### config.mk
export PLATFORM = sky130hd
export DESIGN_NAME = fractcam_lookup
export DESIGN_NICKNAME = d
export VERILOG_FILES = /design/src/rtl/fractcam_lookup.sv
export SDC_FILE = /design/constraint.sdc
export NUM_CORES = 1
export LEC_CHECK = 0
export BUFFER_PORTS_ARGS = -buffer_cell sky130_fd_sc_hd__buf_4
export CELL_PAD_IN_SITES_DETAIL_PLACEMENT = 0
export CELL_PAD_IN_SITES_GLOBAL_PLACEMENT = 1
export CORE_UTILIZATION = 41
export DETAILED_ROUTE_END_ITERATION = 7
export MAX_ROUTING_LAYER = met4
export PLACE_DENSITY = 0.78
export SLEW_MARGIN = 20
export SYNTH_ARGS = -nofsm -noshare
export SYNTH_HDL_FRONTEND = slang
export SYNTH_SLANG_ARGS = --single-unit
### constraint.sdc
create_clock -name clk -period 3.25 [get_ports clk]
set_clock_uncertainty 0.2 [all_clocks]
set_input_delay 0.65 -clock clk [delete_from_list [all_inputs] [get_ports clk]]
set_output_delay 0.65 -clock clk [all_outputs]
set_load 0.05 [all_outputs]
### src/rtl/fractcam_lookup.sv
// Lookup front-end for an external TCAM. It registers the search key, tracks tags
// through the match latency, priority-encodes match_line and queues results in a credit-limited FIFO.
module fractcam_lookup #(
    parameter int unsigned KEY_WIDTH     = 10,
    parameter int unsigned TCAM_DEPTH    = 16,
    parameter int unsigned TAG_WIDTH     = 8,
    parameter int unsigned MATCH_LATENCY = 0,
    parameter int unsigned FIFO_DEPTH    = 4,
    localparam int unsigned IDX_W        = $clog2(TCAM_DEPTH)
) (
    input  logic                  clk,
    input  logic                  rst,
    input  logic [KEY_WIDTH-1:0]  req_key,
    input  logic [TAG_WIDTH-1:0]  req_tag,
    input  logic                  req_valid,
    output logic                  req_ready,
    input  logic                  tcam_busy,
    output logic [KEY_WIDTH-1:0]  search_key,
    input  logic [TCAM_DEPTH-1:0] match_line,
    output logic                  rsp_hit,
    output logic                  rsp_multi,
    output logic [IDX_W-1:0]      rsp_index,
    output logic [TAG_WIDTH-1:0]  rsp_tag,
    output logic                  rsp_err,
    output logic                  rsp_valid,
    input  logic                  rsp_ready
);
    localparam int unsigned ML    = MATCH_LATENCY;
    localparam int unsigned PTR_W = (FIFO_DEPTH > 1) ? $clog2(FIFO_DEPTH) : 1;
    localparam int unsigned CNT_W = $clog2(FIFO_DEPTH + 1);

    typedef struct packed {
        logic                 hit;
        logic                 multi;
        logic                 err;
        logic [IDX_W-1:0]     idx;
        logic [TAG_WIDTH-1:0] tag;
    } result_t;

    logic                 rst_q;
    logic [KEY_WIDTH-1:0] search_key_q;
    logic [ML:0]          stg_valid_q;
    logic [ML:0]          stg_err_q;
    logic [TAG_WIDTH-1:0] stg_tag_q [ML+1];
    result_t              mem_q [FIFO_DEPTH];
    logic [PTR_W-1:0]     wr_ptr_q, rd_ptr_q;
    logic [CNT_W-1:0]     fifo_cnt_q, fifo_cnt_d;
    logic [CNT_W-1:0]     inflight_q, inflight_d;

    logic       accept, fifo_wr, fifo_rd, credit_ok;
    logic       enc_hit, enc_multi;
    logic [IDX_W-1:0] enc_idx;
    result_t    wr_entry, head;

    // Credits cover both queued and in-flight results so the FIFO can never overflow.
    assign credit_ok = ({1'b0, fifo_cnt_q} + {1'b0, inflight_q}) < (CNT_W+1)'(FIFO_DEPTH);
    assign req_ready = !rst && !rst_q && !tcam_busy && credit_ok;
    assign accept    = req_valid && req_ready;
    assign fifo_wr   = stg_valid_q[ML];
    assign rsp_valid = (fifo_cnt_q != '0);
    assign fifo_rd   = rsp_valid && rsp_ready;

    // Lowest set bit wins; a second set bit anywhere flags multi.
    always_comb begin
        enc_hit   = 1'b0;
        enc_multi = 1'b0;
        enc_idx   = '0;
        for (int i = TCAM_DEPTH - 1; i >= 0; i--) begin
            if (match_line[i]) begin
                enc_multi = enc_multi | enc_hit;
                enc_hit   = 1'b1;
                enc_idx   = IDX_W'(i);
            end
        end
    end

    always_comb begin
        wr_entry.hit   = enc_hit;
        wr_entry.multi = enc_multi;
        wr_entry.err   = stg_err_q[ML] | tcam_busy;
        wr_entry.idx   = enc_idx;
        wr_entry.tag   = stg_tag_q[ML];
    end

    always_comb begin
        inflight_d = inflight_q;
        fifo_cnt_d = fifo_cnt_q;
        if (accept && !fifo_wr)      inflight_d = inflight_q + CNT_W'(1);
        else if (!accept && fifo_wr) inflight_d = inflight_q - CNT_W'(1);
        if (fifo_wr && !fifo_rd)      fifo_cnt_d = fifo_cnt_q + CNT_W'(1);
        else if (!fifo_wr && fifo_rd) fifo_cnt_d = fifo_cnt_q - CNT_W'(1);
    end

    // Key register and tag/valid/err shift pipeline aligned with the TCAM latency.
    always_ff @(posedge clk) begin
        if (rst) begin
            rst_q        <= 1'b1;
            search_key_q <= '0;
            stg_valid_q  <= '0;
            stg_err_q    <= '0;
            for (int k = 0; k <= ML; k++) stg_tag_q[k] <= '0;
        end else begin
            rst_q        <= 1'b0;
            if (accept) begin
                search_key_q <= req_key;
                stg_tag_q[0] <= req_tag;
            end
            stg_valid_q[0] <= accept;
            stg_err_q[0]   <= 1'b0;
            for (int k = 1; k <= ML; k++) begin
                stg_valid_q[k] <= stg_valid_q[k-1];
                stg_err_q[k]   <= stg_err_q[k-1] | tcam_busy;
                stg_tag_q[k]   <= stg_tag_q[k-1];
            end
        end
    end

    // Result FIFO and credit counters.
    always_ff @(posedge clk) begin
        if (rst) begin
            for (int i = 0; i < FIFO_DEPTH; i++) mem_q[i] <= '0;
            wr_ptr_q   <= '0;
            rd_ptr_q   <= '0;
            fifo_cnt_q <= '0;
            inflight_q <= '0;
        end else begin
            if (fifo_wr) begin
                mem_q[wr_ptr_q] <= wr_entry;
                wr_ptr_q        <= wr_ptr_q + PTR_W'(1);
            end
            if (fifo_rd) rd_ptr_q <= rd_ptr_q + PTR_W'(1);
            fifo_cnt_q <= fifo_cnt_d;
            inflight_q <= inflight_d;
        end
    end

    always_ff @(posedge clk) begin
        if (!rst) begin
            assert (!(fifo_wr && (fifo_cnt_q == CNT_W'(FIFO_DEPTH))));
        end
    end

    assign head       = mem_q[rd_ptr_q];
    assign search_key = search_key_q;
    assign rsp_hit    = head.hit;
    assign rsp_multi  = head.multi;
    assign rsp_err    = head.err;
    assign rsp_index  = head.idx;
    assign rsp_tag    = head.tag;

endmodule

# Yosys cells after proc, flatten, opt, wreduce, memory -nomap -nowiden
# Memories as Yosys holds them, arrays and structs flattened. A register that Yosys moved wholly into a read port is not among the register bits.
# Cells that the tools add are included.
# W data, S select, Z words.
# totals
register_bits	22
ram_bits	68
output_inout_bits	27
word_cells	117
mem_count	2
# memory_table
name	depth	word_bits	read_ports	rd_ports_with_merged_regs	write_ports	line_no	rtl
mem_q	4	15	1	1	4	45	result_t mem_q [FIFO_DEPTH];
stg_tag_q	1	8	1	0	1	44	logic [TAG_WIDTH-1:0] stg_tag_q [ML+1];
# op_classes
addsub	7
magnitude_cmp	1
mux	66
bitwise_logic	14
n_reduce_logical	20
# ops
op	n
$mux W4	16
$mux W1	41
$mux W15	1
$reduce_or A15 Y1	1
$or A1 B1 Y1	14
$mux W3	4
$logic_and A1 B1 Y1	9
$mux W8	1
$reduce_or A8 Y1	1
$add A3 B1 Y3 const B	2
$logic_not A1 Y1	6
$mux W2	3
$sub A3 B1 Y3 const B	2
$add A2 B1 Y2 const B	2
$add A3 B3 Y4	1
$lt A4 B3 Y1 const B	1
$reduce_bool A2 Y1	2
$reduce_bool A3 Y1	1

# Depth between registers and ports, before layout
# Gate-level depths: netlist (run 1).
# depth
depth_word	31
depth_mapped	11

# Worst setup path before layout (run 1)
# OpenSTA, ideal clock, no wires.
# synth_timing
path_kind	in2reg
from	input rst
to	register inflight_q[2]
setup_time_ps	70
t_arrival_ps	2904
required_time_ps	2980
slack_ps	76
cell_stages	10
path_buffers	1
path_cell_list	or4_4 -> nor4_4 -> and2_4 -> buf_6 -> ha_1 -> inv_1 -> fa_1 -> xor2_1 -> or3_1 -> a21oi_1
# synth_via
elab_chain_len	8
elab_cells_between_ends	10
cone_classes	1 x mux; 9 x reduce/logical
# synth_rtl
element	line_no	rtl
start, declared	12	input logic rst,
$logic_not A1 Y1 (*)	n/a	
$logic_and A1 B1 Y1 (*) (3 in series)	57	assign req_ready = !rst && !rst_q && !tcam_busy && credit_ok;
$logic_and A1 B1 Y1 (*)	58	assign accept = req_valid && req_ready;
via accept	50	logic accept, fifo_wr, fifo_rd, credit_ok;
$logic_not A1 Y1	89	else if (!accept && fifo_wr) inflight_d = inflight_q - CNT_W'(1);
$logic_and A1 B1 Y1	89	
$reduce_bool A2 Y1 (no source line)	n/a	
end signal, assigned	133	inflight_q <= inflight_d;
end, declared	48	logic [CNT_W-1:0] inflight_q, inflight_d;
# Mark *: on every way through the listed nets, which the timed path passes. The rest lies on a longest branch.
# A chain may end at the register's enable or synchronous reset.

# Final worst setup path (run 1)
# layout_timing
from	register fifo_cnt_q[2]
to	register inflight_q[2]
# layout_via
elab_chain_len	7
elab_cells_between_ends	9
cone_classes	1 x add/sub; 1 x order compare; 1 x mux; 6 x reduce/logical
# layout_rtl
element	line_no	rtl
start, declared	47	logic [CNT_W-1:0] fifo_cnt_q, fifo_cnt_d;
start signal, assigned	132	fifo_cnt_q <= fifo_cnt_d;
$add A3 B3 Y4 (*)	56	assign credit_ok = ({1'b0, fifo_cnt_q} + {1'b0, inflight_q}) < (CNT_W+1)'(FIFO_DEPTH);
$lt A4 B3 Y1 (*)	56	
$logic_and A1 B1 Y1 (*)	57	
$logic_and A1 B1 Y1 (*)	58	
$logic_not A1 Y1	89	
$logic_and A1 B1 Y1	89	
$reduce_bool A2 Y1 (no source line)	n/a	
# Mark *: on every way between the ends. The rest lies on a longest branch, timed or not.

==> metrics, run 1 <==
synthesis warning total 0; Max Clock Freq 0.347 GHz; port bufs 65; I/O pins 66; leading area contributor after synthesis edfxtp_1; CP Launch Type register; unrepaired setup endpoints after global routing false; CTS tree yes; latest clock arrival within the worst-skew pair 350 ps; minimum clock period 2880 ps; maxcap violations 0; Synth area leaders edfxtp_1, dfxtp_1, mux4_2; post-synthesis register bit count 92; Die ar. 0.0107 mm²; Root Driver clkbuf_8; Slew HR 49.1%; met2 usage 26.7%; fin. max-slew vios 0; CTS clk-pin slew, worst paths 90 ps; Yosys cell types 43; Slew @ Worst Pin 763 ps; antenna-violating nets left 0; largest net degree at the start of global routing 32; WP data required 3330 ps; Primary FF master, synth edfxtp_1; TritonCTS Sinks 92; mapped cell area 0.00423 mm²; Seq/Total Area, Yosys 59.6%; gr usage total 16.7%; Fin Hold WS 281 ps; TritonCTS buffer count 9; initial antenna violation count 0; static leakage 2.07 nW; diode count 0; CP Class register to register; CP max stage delay 420 ps; Arr. time, crit path 2960 ps; first-pass GRT wire length 13700 µm; Detail Placement HPWL 5640 µm; vias 2708; setup_tns 0 ps; Fin. Hold Viols 0; Max IR drop VDD 0.388 mV; met3 usage in global routing 2.83%; Crit Path Max Fanout 4; DIE HEIGHT 104 µm; CP Cell Sequence ha_1 -> or4_4 -> nor4_4 -> and2_4 -> ha_1 -> inv_1 -> fa_1 -> xor2_1 -> or3_1 -> a21oi_1; Tcrit/Tclk final 88.7%; setup violators final 0; GPL Wtd Cong 0.823; Synth async-reset ratio 0%; length of the first detailed-routing pass in iterations 4; Power Density 570 mW/mm²; number of flops mapped to enable cells by yosys 68; post-CTS setup buffers 0; Slowest cell on crit path or4_4; Syn Area/Cell 13.1 µm²; Row Count 36; H-tree depth 3; Layout area overhead 21.3%; hold buffers post-CTS 0; critical path capture point type register; Final nets 442; DRC errors left 0; post_cts resized 0; total power 0.00292 W; Detailed Route WL 8140 µm; most used cell, CP ha_1; largest buffer count on any clock path 2; Worst Hold Class register to register; vias per inst 5.06; syn_nets 369; Initial Util 42.9%; met1 GRT Util 21.4%; Die Width 104 µm; Remaining Overflow, GRT 0; run status finished clean; Starting DRT DRC Count 130; fraction of layout cells with a size suffix above 1 33.3%; Top Usage Layer GRT met2; routed len/inst 15.2 µm; Cells after Synth 324; Yosys top cell area share 48.3%; vias in the first global route 2801; area of the core 0.00986 mm²
-- final timing paths --
path                              startpoint                          to  slack, ps  cells after the start
setup / recovery  fifo_cnt_q[2]$_SDFFE_PP0P_  inflight_q[2]$_SDFFE_PP0P_        370                     10
hold / removal    search_key[6]$_SDFFE_PP0P_  search_key[6]$_SDFFE_PP0P_        280                      2
setup reg to reg  fifo_cnt_q[2]$_SDFFE_PP0P_  inflight_q[2]$_SDFFE_PP0P_        370                     10
hold reg to reg   search_key[6]$_SDFFE_PP0P_  search_key[6]$_SDFFE_PP0P_        280                      2
-- layout make-up --
cell class | instances | area, µm²
clock buffer | 9 | 124
clock inverter | 7 | 115
fill | 868 | 4730
inverter | 7 | 26.3
multi-input combinational | 212 | 1610
sequential | 92 | 2520
tap | 133 | 166
timing repair buffer | 75 | 563
-- layer usage --
metal	vias up	share of wire, %	wire length, µm
met2	54	48	3930
met5	-	0	0
met1	1313	46	3780
met4	0	1.8	147
li1	1328	-	-
met3	13	3.4	280
-- registers in the layout (all words and copies together), names as in the netlist, named ones only --
register,flops
mem_q,60
search_key,10
stg_tag_q,8
fifo_cnt_q,3
inflight_q,3
rd_ptr_q,2
wr_ptr_q,2
fifo_wr,1
rst_q,1
-- cell usage after synthesis (3+ instances only) --
master,n
nand2_2,10
clkbuf_1,8
inv_1,7
and3_1,18
maj3_1,3
ha_1,4
mux4_2,15
edfxtp_1,68
o21ai_2,10
nand2b_1,14
nor2_1,32
nor3_1,7
a21oi_1,8
or3_1,8
o21ai_0,5
nand2_1,11
dfxtp_1,24
and2_1,28
xor2_1,7
buf_2,3
-- placed cells by master (no fill, tap or decap), drive strengths merged, types with 3 or more instances in the layout --
| master | Yosys | routed |
|---|---|---|
| maj3 | 3 | 3 |
| nand2b | 14 | 14 |
| edfxtp | 68 | 68 |
| a21oi | 8 | 8 |
| nor3 | 7 | 7 |
| ha | 4 | 4 |
| or3 | 8 | 8 |
| and2 | 29 | 29 |
| xor2 | 7 | 7 |
| nor2 | 32 | 32 |
| inv | 7 | 7 |
| mux4 | 15 | 15 |
| clkbuf | 8 | 9 |
| o21ai | 15 | 15 |
| dfxtp | 24 | 24 |
| and3 | 18 | 18 |
| buf | 5 | 75 |
| bufinv | 0 | 3 |
| nor4 | 5 | 5 |
| nand2 | 21 | 21 |
-- stage by stage --
step / std cells / worst slack (ps) / instance area, µm² / util (%)
final: 535 / 369 / 5130 / 52.0
after floorplan: 324 / 76.1 / 4230 / -
after CTS: 535 / 350 / 5130 / 52.0
after global routing: 535 / 163 / 5130 / 52.0
after detailed placement: 519 / 7.30 / 4890 / 49.6
after global placement: 519 / 88.5 / 4890 / 49.6
-- worst max-delay path: cells and delay by family (launching register included) --
kind	cells	cell delay, ps
adder cells (fa/ha/maj)	3	730
AO/OA/AOI/OAI	1	150
buffers and inverters	1	60
flip-flops	1	330
AND/OR/NAND/NOR	4	1150
XOR/XNOR	1	180
-- cell families after synthesis --
| logic type | synth area share (%) |
|---|---|
| AO/OA/AOI/OAI | 6.12 |
| flip-flops | 59.6 |
| multiplexers | 8.46 |
| XOR/XNOR | 1.66 |
| buffers and inverters | 2.22 |
| adder cells (fa/ha/maj) | 2.84 |
| AND/OR/NAND/NOR | 19.1 |
-- power breakdown --
part / internal, W / switching, W / leakage, nW
Clock: 0.000508 / 0.000399 / 0.115
Combinational: 0.000247 / 0.000383 / 1.06
Sequential: 0.00133 / 0.0000535 / 0.899
Power figures use the tool's default switching activity.
==> inputs of run 2 (changes only) <==
CORE_ASPECT_RATIO = 1.5   (was unset)
==> metrics, run 2 (synthesis results as in run 1) <==
Layout area overhead 22.4%; Combinational Power Share 20.9%; maxcap violations 0; largest net degree at the start of global routing 32; met1 GRT Util 20.2%; critical path capture point type register; H-tree depth 3; post-CTS setup buffers 0; fin. max-slew vios 0; Root Driver clkbuf_16; Top Usage Layer GRT met2; Largest Register mem_q; most used cell, CP ha_1; setup violators final 0; final core occ 51.4%; WP data required 3320 ps; CP Cell Sequence ha_1 -> or4_4 -> nor4_4 -> and2_4 -> ha_1 -> inv_1 -> fa_1 -> xor2_1 -> or3_1 -> a21oi_1; run status finished clean; static leakage 2.10 nW; Fin. Hold Viols 0; Detail Placement HPWL 5920 µm; # fillers 889; unrepaired setup endpoints after global routing false; Max IR drop VDD 0.284 mV; DRC errors left 0; Power Density 585 mW/mm²; Arr. time, crit path 2980 ps; gr usage total 17.4%; clock share of power 33.3%; Row Count 45; Detailed Route WL 8310 µm; Tcrit/Tclk final 89.6%; Die ar. 0.0107 mm²; Remaining Overflow, GRT 0; Crit Path Max Fanout 4; vias per inst 5.22; minimum clock period 2910 ps; CP Launch Type register; Max Clock Freq 0.343 GHz; setup_tns 0 ps; Final nets 442; first-pass GRT wire length 13900 µm; Switch Pwr 0.000878 W; Slew HR 47.2%; CTS tree yes; TritonCTS Sinks 92; GPL Wtd Cong 0.831; leading cell types in the layout, fill and taps excluded buf_4, edfxtp_1, nor2_1; CP max stage delay 430 ps; P_int 0.00215 W; diode count 0; post_cts resized 0; port bufs 65; area of the core 0.0101 mm²; Slowest cell on crit path or4_4; latest clock arrival within the worst-skew pair 340 ps; hold buffers post-CTS 0; CP Class register to register; vias 2711; CTS clk-pin slew, worst paths 70 ps; DIE HEIGHT 126 µm; I/O pins 66; vias in the first global route 2847; most common cell after layout, fill and taps aside buf_4; Starting DRT DRC Count 155; antenna-violating nets left 0; TritonCTS buffer count 9; sequential power share 45.8%; sw frac 29.0%; largest buffer count on any clock path 2; Die Width 84.9 µm; routed len/inst 16.0 µm; Largest register FFs 60; fraction of layout cells with a size suffix above 1 33.3%; met3 usage in global routing 2.86%; Worst Hold Class register to register; Slew @ Worst Pin 791 ps; Initial Util 42.0%; length of the first detailed-routing pass in iterations 7; met2 usage 30.0%; initial antenna violation count 0
## run 2: critical path: cells and delay by family (launching register included)
| family | cells | cell delay [ps] |
|---|---|---|
| xor+xnor | 1 | 180 |
| fa+ha+maj | 3 | 760 |
| flops | 1 | 340 |
| buf+inv | 1 | 60 |
| compound gates | 1 | 140 |
| simple gates | 4 | 1180 |
## run 2: metrics by stage
step | area [µm²] | power [W] | hold WS [ps] | instances | worst slack [ps]
after floorplan | 4230 | 0.00185 | 262 | 324 | 76.1
after global placement | 4880 | 0.00204 | 264 | 503 | 105
after detailed placement | 4880 | 0.00206 | 266 | 503 | 37.1
after CTS | 5180 | 0.00305 | 283 | 519 | 342
after global routing | 5180 | 0.00315 | 295 | 519 | 167
final | 5180 | 0.00303 | 280 | 519 | 337
## run 2: per-layer routing
metal  vias up  wire length [µm]  part of all wire [%]
li1       1331                 -                     -
met1      1304              3450                    42
met2        63              4410                    53
met3        13               276                   3.3
met4         0               168                   2.0
met5         -                 0                     0
## run 2: worst paths after layout
path,from,to,slack [ps],cells past startpoint
worst min-delay path,search_key[3]$_SDFFE_PP0P_,search_key[3]$_SDFFE_PP0P_,280,2
worst max-delay path,fifo_cnt_q[2]$_SDFFE_PP0P_,inflight_q[2]$_SDFFE_PP0P_,340,10
worst min register to register,search_key[3]$_SDFFE_PP0P_,search_key[3]$_SDFFE_PP0P_,280,2
worst max register to register,fifo_cnt_q[2]$_SDFFE_PP0P_,inflight_q[2]$_SDFFE_PP0P_,340,10
## run 2: power by group through the flow
stage	Clock [W]	Sequential (W)	Combinational, W
finish	0.00101	0.00139	0.000634
global route	0.00108	0.00140	0.000678
CTS	0.00102	0.00139	0.000643
detailed placement	0	0.00141	0.000641
global placement	0	0.00141	0.000634
floorplan	0	0.00142	0.000427
## run 2: cell type report
class                   instances  area (µm²)  share of cell area [%]
flip-flops and latches         92        2520                    48.7
multi-input cells             212        1610                    31.2
repair buffers                 75         576                    11.1
clock buffers                  10         250                    4.83
well taps                     117         146                    2.83
clock inverters                 6        43.8                   0.846
inverters                       7        26.3                   0.507
